`src/rtl/pc_predict.sv`:
```
// pc_predict: next-PC generator with a saturating-counter branch predictor table.
// Optional gshare indexing is enabled by defining PC_PREDICT_GSHARE_EN.
// Ports:
//   clk, rst            clock, synchronous active-high reset
//   ena                 advance enable (low = fetch stall)
//   in_last_valid/pc/inst  fetched instruction
//   out_next_pc         registered next fetch address
//   out_pred_taken      registered prediction of the last predicted branch
//   out_pred_index      registered table index of the last predicted branch
//   in_upd_valid/index/taken  resolved branch counter update
//   in_misbranch, in_correct_address  redirect on mispredict
//   out_clear_all       combinational pipeline flush
module pc_predict #(
    parameter int XLEN = 32,
    parameter int IDX_BITS = 6,
    parameter int CNT_BITS = 2,
    parameter logic [XLEN-1:0] RESET_PC = '0
) (
    input  logic                clk,
    input  logic                rst,
    input  logic                ena,
    input  logic                in_last_valid,
    input  logic [XLEN-1:0]     in_last_pc,
    input  logic [31:0]         in_last_inst,
    output logic [XLEN-1:0]     out_next_pc,
    output logic                out_pred_taken,
    output logic [IDX_BITS-1:0] out_pred_index,
    input  logic                in_upd_valid,
    input  logic [IDX_BITS-1:0] in_upd_index,
    input  logic                in_upd_taken,
    input  logic                in_misbranch,
    input  logic [XLEN-1:0]     in_correct_address,
    output logic                out_clear_all
);
    localparam int DEPTH = 1 << IDX_BITS;
    localparam int CNT_INIT_I = (1 << (CNT_BITS - 1)) - 1;
    localparam logic [CNT_BITS-1:0] CNT_INIT = CNT_BITS'(CNT_INIT_I);
    localparam logic [CNT_BITS-1:0] CNT_MAX = '1;

    logic [CNT_BITS-1:0] cnt [DEPTH];
    logic [IDX_BITS-1:0] idx;
    logic                pred;
    logic                adv, is_br, is_jal;
    logic [XLEN-1:0]     b_imm, j_imm, next_pc;
    logic                next_taken;
    logic [IDX_BITS-1:0] next_index;
    logic [CNT_BITS-1:0] upd_cur;

`ifdef PC_PREDICT_GSHARE_EN
    logic [IDX_BITS-1:0] ghr;
    assign idx = in_last_pc[IDX_BITS+1:2] ^ ghr;
    always_ff @(posedge clk) begin
        if (rst)
            ghr <= '0;
        else if (in_upd_valid)
            ghr <= {ghr[IDX_BITS-2:0], in_upd_taken};
    end
`else
    assign idx = in_last_pc[IDX_BITS+1:2];
`endif

    assign out_clear_all = in_misbranch;
    // Table read is combinational, so a same-cycle update is not visible yet.
    assign pred = cnt[idx][CNT_BITS-1];
    assign upd_cur = cnt[in_upd_index];

    assign b_imm = {{(XLEN-12){in_last_inst[31]}}, in_last_inst[7], in_last_inst[30:25],
                    in_last_inst[11:8], 1'b0};
    assign j_imm = {{(XLEN-20){in_last_inst[31]}}, in_last_inst[19:12], in_last_inst[20],
                    in_last_inst[30:21], 1'b0};

    always_comb begin
        adv = ena && in_last_valid;
        is_br = adv && in_last_inst[6:0] == 7'b1100011;
        is_jal = adv && in_last_inst[6:0] == 7'b1101111;
        next_pc = in_misbranch ? in_correct_address :
                  !adv ? out_next_pc :
                  (is_br && pred) ? in_last_pc + b_imm :
                  is_jal ? in_last_pc + j_imm :
                  in_last_pc + XLEN'(4);
        next_taken = in_misbranch ? 1'b0 : is_br ? pred : adv ? 1'b0 : out_pred_taken;
        next_index = (!in_misbranch && is_br) ? idx : out_pred_index;
    end

    always_ff @(posedge clk) begin
        if (rst) begin
            out_next_pc <= RESET_PC;
            out_pred_taken <= 1'b0;
            out_pred_index <= '0;
        end else begin
            out_next_pc <= next_pc;
            out_pred_taken <= next_taken;
            out_pred_index <= next_index;
        end
    end

    always_ff @(posedge clk) begin
        if (rst) begin
            for (int i = 0; i < DEPTH; i++)
                cnt[i] <= CNT_INIT;
        end else if (in_upd_valid) begin
            cnt[in_upd_index] <= in_upd_taken ? (upd_cur == CNT_MAX ? upd_cur : upd_cur + 1'b1)
                                              : (upd_cur == '0 ? upd_cur : upd_cur - 1'b1);
        end
    end
endmodule

```
`config.mk`:
```
export PLATFORM = sky130hd
export DESIGN_NAME = pc_predict
export DESIGN_NICKNAME = d
export VERILOG_FILES = /design/src/rtl/pc_predict.sv
export SDC_FILE = /design/constraint.sdc
export NUM_CORES = 1
export LEC_CHECK = 0
export BUFFER_PORTS_ARGS = -buffer_cell sky130_fd_sc_hd__buf_2
export CORE_MARGIN = 4
export CORE_UTILIZATION = 45
export DETAILED_ROUTE_END_ITERATION = 8
export HOLD_SLACK_MARGIN = 0.06
export PLACE_DENSITY = 0.73
export SLEW_MARGIN = 10
export SYNTH_ARGS = -nofsm -noshare
export SYNTH_HDL_FRONTEND = slang
export SYNTH_SLANG_ARGS = --single-unit
```
`constraint.sdc`:
```
create_clock -name clk -period 6.8 [get_ports clk]
set_input_delay 1.36 -clock clk [delete_from_list [all_inputs] [get_ports clk]]
set_output_delay 1.36 -clock clk [all_outputs]
set_load 0.02 [all_outputs]
```
==> results.json, run 1 <==
{
  "period_minus_slack_ps": 4900,
  "worst_setup_path_start_kind": "input port",
  "ys_seq_area_share_pct": 36.86,
  "grt_max_degree": 79,
  "clock-skew-final_ps": 13.78,
  "met1_length_mm": 15.25,
  "cts_sinks": 167,
  "drv_cap": 0,
  "final_util_pct": 51.35,
  "ios": 149,
  "grt_usage_pct": 24.42,
  "yosysUniqueCellTypes": 79,
  "initial_core_util_pct": 46.17,
  "crit_path_max_incr_delay_ps": 640,
  "antenna_found_initial": 0,
  "netlist_top_cells_area": "edfxtp_1 31%, dfxtp_1 6.2%, mux4_2 5.9%",
  "grt_overflow": 0,
  "clockBufferDepth": 2,
  "met3_length_mm": 3.100,
  "top_layer": "met4",
  "yosys_register_bits": 167,
  "fin_ws_ps": 1900,
  "diodes": 0,
  "status": "finished, final reports clean",
  "wl_per_cell_microns": 20.70,
  "worst_slew_margin_rel_pct": 24.79,
  "clock_latency_ps": 440,
  "drcViolationCount": 0,
  "fp.coreArea_sq_mm": 0.02718,
  "yosysWarnings": 0,
  "gp_congestion": 0.9253,
  "hold_violations": 0,
  "path_buf_inv": 4,
  "area.growth.synth_to_final_pct": 11.22,
  "worst-setup-path-type": "in2reg",
  "fin_crit_sh_pct": 72.06,
  "p_leak_nw": 5.190,
  "worst_pin_slew_ps": 1122,
  "die_x_microns": 175.0,
  "cts-root-buf": "clkbuf_16",
  "cts_resized": 0,
  "place_ws_ps": 1494,
  "crit_top_cell": "buf_4",
  "setup_violations": 0,
  "multiInputGateArea_sq_mm": 0.007288,
  "die_area_sq_mm": 0.03062,
  "dpl.hpwl_mm": 27.72,
  "cp-end-kind": "flip-flop",
  "nNetsFinal": 1619,
  "cp_top_family": "buffers and inverters",
  "drv_slew": 0,
  "worstPathMaxFanout": 31,
  "regArea_sq_mm": 0.004624,
  "syn-num-nets": 1540,
  "synth-edff-count": 128,
  "path_clk_slew_ps": 70,
  "ys.flop_type": "edfxtp_1",
  "row_count": 60,
  "syn_avg_cell_area_sq_um": 9.059,
  "postCtsSetupBuffers": 0,
  "post_synth_instance_area_sq_mm": 0.01255,
  "min_path_type": "reg2reg",
  "port-buffer-count": 148,
  "rsz0062_at_grt": "false",
  "fillers": 2563,
  "routed_wl_mm": 38.27,
  "via_count": 11360,
  "clock.fmax_mhz": 204.1,
  "vias_per_cell": 6.145,
  "crit_chain": "buf_2 -> buf_4 -> mux2_1 -> a22o_1 -> a221oi_1 -> o22ai_1 -> or4_4 -> inv_1 -> maj3_2 -> buf_4 -> nor3_1",
  "p_per_area_mw_per_mm2": 200.7,
  "grt_pass1_wl_mm": 59.31,
  "cp_slowest_cell": "maj3_2",
  "yosys.area.top_type_share_pct": 30.63,
  "power_mw": 2.801,
  "firstDrtPassIters": 6,
  "die_h_microns": 175.0,
  "fin_setup_tns_ps": 0,
  "post_route_cells_drive_above_1_share_pct": 19.97,
  "grt_pass1_vias": 10740,
  "worstPathRequired_ps": 6970,
  "ant_nets": 0,
  "ir_drop_uv": 126.1,
  "syn_inst": 1385,
  "drtIter0Drc": 1216,
  "cts_tree": "done",
  "async_flop_share_pct": 0,
  "ctsHtreeMaxLevel": 4,
  "cp_data_arrival_time_ps": 5070,
  "cts_buffers": 17,
  "synth_top_area_cell": "edfxtp_1",
  "holdWs_ps": 475.0,
  "routed-wl-met2_mm": 18.51,
  "ctsHoldBuffers": 0
}
==> Yosys cell counts (4+ instances only) <==
| master | number |
|---|---|
| o31ai_1 | 11 |
| a31oi_1 | 11 |
| and2_1 | 9 |
| nor3b_1 | 5 |
| buf_6 | 12 |
| mux4_2 | 33 |
| o22ai_1 | 21 |
| a21o_1 | 32 |
| a211o_1 | 5 |
| edfxtp_1 | 128 |
| inv_1 | 29 |
| xor2_1 | 25 |
| or3_1 | 8 |
| dfxtp_1 | 39 |
| or2_2 | 35 |
| nand3b_1 | 4 |
| a211oi_1 | 17 |
| o21bai_1 | 9 |
| a221oi_1 | 8 |
| a22oi_1 | 6 |
| o21ai_0 | 55 |
| buf_4 | 13 |
| or4b_2 | 4 |
| buf_2 | 15 |
| mux2_2 | 12 |
| nand2_1 | 153 |
| clkbuf_1 | 58 |
| ha_1 | 44 |
| o21a_1 | 6 |
| and4_1 | 4 |
| o221ai_1 | 9 |
| o211ai_1 | 9 |
| nand2b_1 | 32 |
| nand3_1 | 74 |
| nand4_1 | 9 |
| nor2_1 | 140 |
| xnor2_1 | 38 |
| and3_1 | 14 |
| mux2i_1 | 31 |
| nor3_1 | 56 |
| a21oi_1 | 98 |
| nor2b_1 | 10 |
==> report_power, final <==
| part | total [mW] | switching, mW | internal (mW) |
|---|---|---|---|
| clock | 1.03 | 0.491 | 0.534 |
| sequential | 1.14 | 0.0176 | 1.13 |
| combinational | 0.631 | 0.396 | 0.235 |
| total | 2.80 | 0.905 | 1.90 |
==> per-layer routing <==
layer | up-vias | global-route usage (%)
met5 | - | 0
met4 | 0 | 9.198
met3 | 99 | 4.262
met2 | 558 | 41.47
met1 | 5421 | 31.30
li1 | 5285 | -
==> metrics by stage <==
stage	cells	area (sq um)
floorplan	1385	12550
global placement	1817	13330
CTS	1849	13950
detailed placement	1817	13330
finish	1849	13950
global route	1849	13950
==> layout make-up <==
class / instances / area share, %
Clock inverter: 15 / 1.444
Clock buffer: 17 / 3.049
Inverter: 29 / 0.7801
Timing Repair Buffer: 161 / 6.025
Sequential cell: 167 / 33.14
Tap cell: 372 / 3.335
Multi-Input combinational cell: 1088 / 52.23
==> worst reg2reg max path: stages, from the launching register on <==
cell      delay (ps)
edfxtp_1         440
mux4_2           520
a32o_1           280
a31oi_1          150
nand3_1          180
o211ai_2         680
buf_4            410
or3_1            150
nand2_1           40
nor3_1           420
o22ai_1          140
==> cells by family (layout without fill, tap and decap cells) <==
logic type | Yosys count | count (layout) | share of synthesized area (%)
compound gates | 335 | 335 | 17.63
mux | 78 | 78 | 9.683
simple gates | 564 | 564 | 21.41
fa+ha+maj | 48 | 48 | 4.876
buf+inv | 130 | 222 | 5.146
flops | 167 | 167 | 36.86
xor+xnor | 63 | 63 | 4.398
==> registers in the layout (all words and copies together), names as in the netlist <==
register,count
cnt,128
out_next_pc,32
out_pred_index,6
out_pred_taken,1
==> path summary, 6_finish.rpt <==
| kind | to | depth (start not counted) | slack (ps) | start |
|---|---|---|---|---|
| hold / removal | out_pred_taken | 2 | 480 | out_pred_taken |
| hold reg to reg | out_pred_taken | 2 | 480 | out_pred_taken |
| setup / recovery | cnt[48][1] | 11 | 1900 | in_upd_index[1] |
| setup reg to reg | out_next_pc[9] | 10 | 3260 | cnt[22][1] |
==> cell usage in the layout (no fill, tap or decap), drive strengths merged, types with 21 or more instances in the layout <==
cell / n
nand3: 74
xor2: 25
buf: 161
nand2: 153
nand2b: 32
xnor2: 38
dfxtp: 39
nor3: 56
mux2i: 31
o21ai: 55
mux4: 33
a21oi: 98
ha: 44
inv: 35
nor2: 142
a21o: 32
o22ai: 21
edfxtp: 128
or2: 35
No activity file was read; power rests on OpenSTA's default activity.
==> run 2, diff against run 1 <==
- clock period: 6.8 -> 5.13 ns (I/O delays scaled with it)
==> results.json, run 2 (synthesized netlist as in run 1, its figures left out) <==
{
  "die_h_microns": 175.0,
  "die_x_microns": 175.0,
  "via_count": 11440,
  "clock_latency_ps": 440,
  "cts_tree": "done",
  "drcViolationCount": 0,
  "rsz0062_at_grt": "false",
  "p_leak_nw": 5.246,
  "fillers": 2532,
  "routed_wl_mm": 38.07,
  "ir_drop_uv": 171.2,
  "clock.fmax_mhz": 243.5,
  "fp.coreArea_sq_mm": 0.02718,
  "clockBufferDepth": 2,
  "postCtsSetupBuffers": 0,
  "reg_top3": "cnt x128, out_next_pc x32, out_pred_index x6",
  "antenna_found_initial": 0,
  "min_path_type": "reg2reg",
  "multiInputGateArea_sq_mm": 0.007288,
  "top_register": "cnt",
  "dpl.hpwl_mm": 27.69,
  "holdWs_ps": 459.4,
  "fin_ws_ps": 1024,
  "worst_setup_path_start_kind": "input port",
  "status": "finished, final reports clean",
  "ctsHoldBuffers": 0,
  "regArea_sq_mm": 0.004624,
  "cp-end-kind": "flip-flop",
  "comb_power_share_pct": 23.1,
  "die_area_sq_mm": 0.03062,
  "setup_violations": 0,
  "worst_slew_margin_rel_pct": 27.71,
  "fin_crit_sh_pct": 80.05,
  "ant_nets": 0,
  "row_count": 60,
  "crit_path_max_incr_delay_ps": 670,
  "grt_pass1_wl_mm": 58.82,
  "clockPowerShare_pct": 35.8,
  "path_clk_slew_ps": 70,
  "gp_congestion": 0.9455,
  "cp_top_family": "buffers and inverters",
  "largest_reg_flops": 128,
  "place_ws_ps": 642.0,
  "cp_data_arrival_time_ps": 4240,
  "cts_buffers": 17,
  "drtIter0Drc": 1088,
  "cp_slowest_cell": "buf_2",
  "grt_max_degree": 66,
  "drv_slew": 0,
  "switching_share_pct": 32.81,
  "hold_violations": 0,
  "grt_pass1_vias": 10880,
  "met1_length_mm": 15.32,
  "met3_length_mm": 3.113,
  "path_buf_inv": 2,
  "seqPwrFrac_pct": 41.2,
  "cts_sinks": 167,
  "p_int_mw": 2.474,
  "drv_cap": 0,
  "ctsHtreeMaxLevel": 4,
  "p_per_area_mw_per_mm2": 262.4,
  "period_minus_slack_ps": 4106,
  "post_route_cells_drive_above_1_share_pct": 20.56,
  "fin_setup_tns_ps": 0,
  "wl_per_cell_microns": 20.47,
  "clock-skew-final_ps": 20.33,
  "cts-root-buf": "clkbuf_16",
  "worst-setup-path-type": "in2reg",
  "grt_overflow": 0,
  "diodes": 0,
  "top_layer": "met4",
  "ios": 149,
  "worst_pin_slew_ps": 1076,
  "initial_core_util_pct": 46.17,
  "grt_usage_pct": 24.09,
  "routed-wl-met2_mm": 18.46,
  "final_common_cell": "nand2_1",
  "firstDrtPassIters": 5,
  "cts_resized": 0,
  "worstPathMaxFanout": 40,
  "worstPathRequired_ps": 5270,
  "area.growth.synth_to_final_pct": 11.83,
  "switching_power_mw": 1.208,
  "vias_per_cell": 6.148,
  "crit_chain": "buf_2 -> mux4_2 -> mux2i_1 -> o221ai_1 -> a2111oi_0 -> and3_1 -> maj3_2 -> buf_12 -> nand3_1",
  "nNetsFinal": 1630,
  "port-buffer-count": 148,
  "most-common-layout-cells": "153 x nand2_1, 147 x buf_2, 140 x nor2_1"
}
[run 2: cell count changes in the layout (fill, tap and decap cells not counted), sizes merged]
cell and delta:
inv +3, bufinv -1, clkinvlp -1, clkinv -1
buf +11
[run 2: layer usage]
layer	GRT usage, %	vias up
met3	4.111	84
met2	40.81	564
met5	0	-
met1	31.03	5473
met4	9.002	0
li1	-	5315
[run 2: area by class of cell]
cell class | instances | area share, %
well taps | 372 | 3.317
clock inverters | 15 | 1.213
clock buffers | 17 | 3.032
flip-flops and latches | 167 | 32.96
inverters | 29 | 0.7758
multi-input cells | 1088 | 51.94
repair buffers | 172 | 6.759
[run 2: tightest hold or removal path: cells and delay by family, from the launching register on]
kind,cells,cell delay (ps)
and+or+nand+nor,1,50
DFF,1,310
AOI/OAI and AO/OA,1,50
[run 2: path summary, 6_finish.rpt]
kind / from / endpoint / slack, ps / cells past startpoint
worst max-delay path: in_upd_index[1] / cnt[34][0] / 1020 / 9
worst min-delay path: out_pred_taken / out_pred_taken / 460 / 2
worst max register to register: cnt[22][1] / out_next_pc[17] / 1880 / 9
worst min register to register: out_pred_taken / out_pred_taken / 460 / 2
[run 2: stage by stage]
stage / utilization, % / area [sq um] / instances / power [mW]
global placement: 49.44 / 13440 / 1828 / 2.366
CTS: 51.63 / 14030 / 1860 / 3.686
finish: 51.63 / 14030 / 1860 / 3.682
global route: 51.63 / 14030 / 1860 / 3.835
floorplan: - / 12550 / 1385 / 2.148
detailed placement: 49.44 / 13440 / 1828 / 2.380
[run 2: power by group through the flow]
stage / Combinational, mW / Sequential, mW / Clock [mW]
2_1_floorplan: 0.589 / 1.56 / 0
3_3_place_gp: 0.821 / 1.54 / 0
3_5_place_dp: 0.834 / 1.55 / 0
4_1_cts: 0.838 / 1.52 / 1.33
5_1_grt: 0.919 / 1.52 / 1.39
6_report: 0.849 / 1.52 / 1.32
==> run 3, diff against run 2 <==
- PLACE_DENSITY: 0.73 -> 0.76
- clock period: 5.13 -> 3.7 ns (I/O delays scaled with it)
==> results.json, run 3 (synthesized netlist as in run 1, its figures left out) <==
{
  "status": "finished, final reports clean",
  "cts_buffers": 17,
  "rsz0062_at_grt": "false",
  "worstPathMaxFanout": 21,
  "worst_pin_slew_ps": 721.6,
  "hold_violations": 0,
  "cts_sinks": 167,
  "grt_pass1_vias": 11170,
  "rr_startpoint": "cnt[15][1]",
  "min_path_type": "reg2reg",
  "seqPwrFrac_pct": 40.2,
  "grt_usage_pct": 25.04,
  "grtUsageMet2_pct": 42.80,
  "drcViolationCount": 0,
  "die_area_sq_mm": 0.03062,
  "period_minus_slack_ps": 3386,
  "cp_slowest_cell": "a21boi_0",
  "routed_wl_mm": 39.24,
  "worst_setup_path_start_kind": "input port",
  "p_int_mw": 3.550,
  "fin_setup_tns_ps": 0,
  "ir_drop_uv": 296.1,
  "stdcell_count": 1914,
  "place_ws_ps": -124.4,
  "drtIter0Drc": 1086,
  "reg_top3": "cnt x128, out_next_pc x32, out_pred_index x6",
  "ant_nets": 0,
  "comb_power_share_pct": 24.3,
  "cts-root-buf": "clkbuf_16",
  "crit_path_start": "in_last_pc[2]",
  "p_per_area_mw_per_mm2": 359.5,
  "place_inst": 1882,
  "cts_resized": 0,
  "firstDrtPassIters": 5,
  "ctsHoldBuffers": 0,
  "initial_core_util_pct": 46.17,
  "final_util_pct": 53.53,
  "fin_crit_sh_pct": 91.51,
  "gp_congestion": 0.9474,
  "dpl.hpwl_mm": 29.62,
  "switching_power_mw": 1.679,
  "largest_reg_flops": 128,
  "vias_per_cell": 6.053,
  "clock_latency_ps": 450,
  "diodes": 0,
  "path_clk_slew_ps": 70,
  "area.growth.synth_to_final_pct": 15.94,
  "drv_slew": 0,
  "clockBufferDepth": 2,
  "grtUsageMet1_pct": 31.91,
  "postCtsSetupBuffers": 0,
  "cts_tree": "done",
  "antenna_found_initial": 0,
  "switching_share_pct": 32.11,
  "holdCritStartpoint": "out_pred_taken",
  "top_register": "cnt",
  "clockPowerShare_pct": 35.5,
  "nNetsFinal": 1684,
  "drv_cap": 0,
  "port-buffer-count": 148,
  "top_usage_layer": "met2",
  "via_count": 11590,
  "die_h_microns": 175.0,
  "die_x_microns": 175.0,
  "power_mw": 5.229,
  "crit_path_max_incr_delay_ps": 400,
  "row_count": 60,
  "fp.coreArea_sq_mm": 0.02718,
  "worst-setup-path-type": "in2reg",
  "ctsHtreeMaxLevel": 4,
  "cp_data_arrival_time_ps": 3730,
  "clock-skew-final_ps": 15.10,
  "wl_per_cell_microns": 20.50,
  "grt_pass1_wl_mm": 60.91,
  "fin_ws_ps": 314.2,
  "setup_violations": 0,
  "cp-end-kind": "flip-flop",
  "worst_slew_margin_rel_pct": 51.71,
  "grt_overflow": 0,
  "final_common_cell": "nand2_1",
  "worstPathRequired_ps": 4040,
  "most-common-layout-cells": "153 x nand2_1, 147 x buf_2, 140 x nor2_1",
  "post_route_cells_drive_above_1_share_pct": 23.28,
  "clock.fmax_mhz": 295.4,
  "fillers": 2446,
  "crit_chain": "buf_2 -> buf_12 -> ha_1 -> a211oi_1 -> o21ai_0 -> a211oi_1 -> o31ai_1 -> a21boi_0 -> nor3_1 -> o31ai_1 -> nand3_1 -> a221oi_1",
  "ios": 149,
  "grt_max_degree": 39,
  "met3_usage_pct": 3.916,
  "p_leak_nw": 5.540
}
-- run 3: cell types whose count changed in the layout (fill, tap and decap cells not counted) --
cell / delta
inv_6: -3
clkinv_2: -1
clkinv_4: +1
clkinv_1: +1
bufinv_16: +1
buf_4: +46
clkinvlp_4: +2
clkinv_8: -1
buf_12: +8
-- run 3: metal layers --
layer / share of wire (%) / vias up
met5: 0 / -
met4: 3.7 / 0
met3: 7.7 / 99
met2: 49 / 534
met1: 39 / 5545
li1: - / 5408
-- run 3: cell type report --
class / instances / area, sq um / share of cell area, %
clock buffer: 17 / 425.4 / 2.924
clock inverter: 15 / 180.2 / 1.239
inverter: 29 / 108.9 / 0.7483
multi-input combinational: 1088 / 7288 / 50.10
sequential: 167 / 4624 / 31.79
tap: 372 / 465.4 / 3.200
timing repair buffer: 226 / 1454 / 9.995
-- run 3: final timing paths --
check                     to  slack [ps]  cells past startpoint
min reg2reg   out_pred_taken         450                      2
min           out_pred_taken         450                      2
max          out_next_pc[30]         310                     12
max reg2reg       cnt[11][0]         730                      9
-- run 3: worst max-delay path, delay by kind of cell --
| kind | cells | cell delay (ps) |
|---|---|---|
| compound gates | 7 | 2130 |
| fa+ha+maj | 1 | 320 |
| buf+inv | 2 | 280 |
| simple gates | 2 | 250 |
-- run 3: through the flow --
step                      cell area [sq um]  hold WS (ps)
after floorplan                       12550         534.5
after global placement                13940         443.0
after detailed placement              13940         446.7
after CTS                             14550         455.7
after global routing                  14550         486.4
final                                 14550         454.9
-- run 3: power by group through the flow --
| stage | combinational (mW) | sequential [mW] | clock (mW) |
|---|---|---|---|
| 2_1_floorplan | 0.816 | 2.16 | 0 |
| 3_3_place_gp | 1.23 | 2.14 | 0 |
| 3_5_place_dp | 1.25 | 2.14 | 0 |
| 4_1_cts | 1.25 | 2.10 | 1.87 |
| 5_1_grt | 1.37 | 2.11 | 1.95 |
| 6_report | 1.27 | 2.10 | 1.86 |
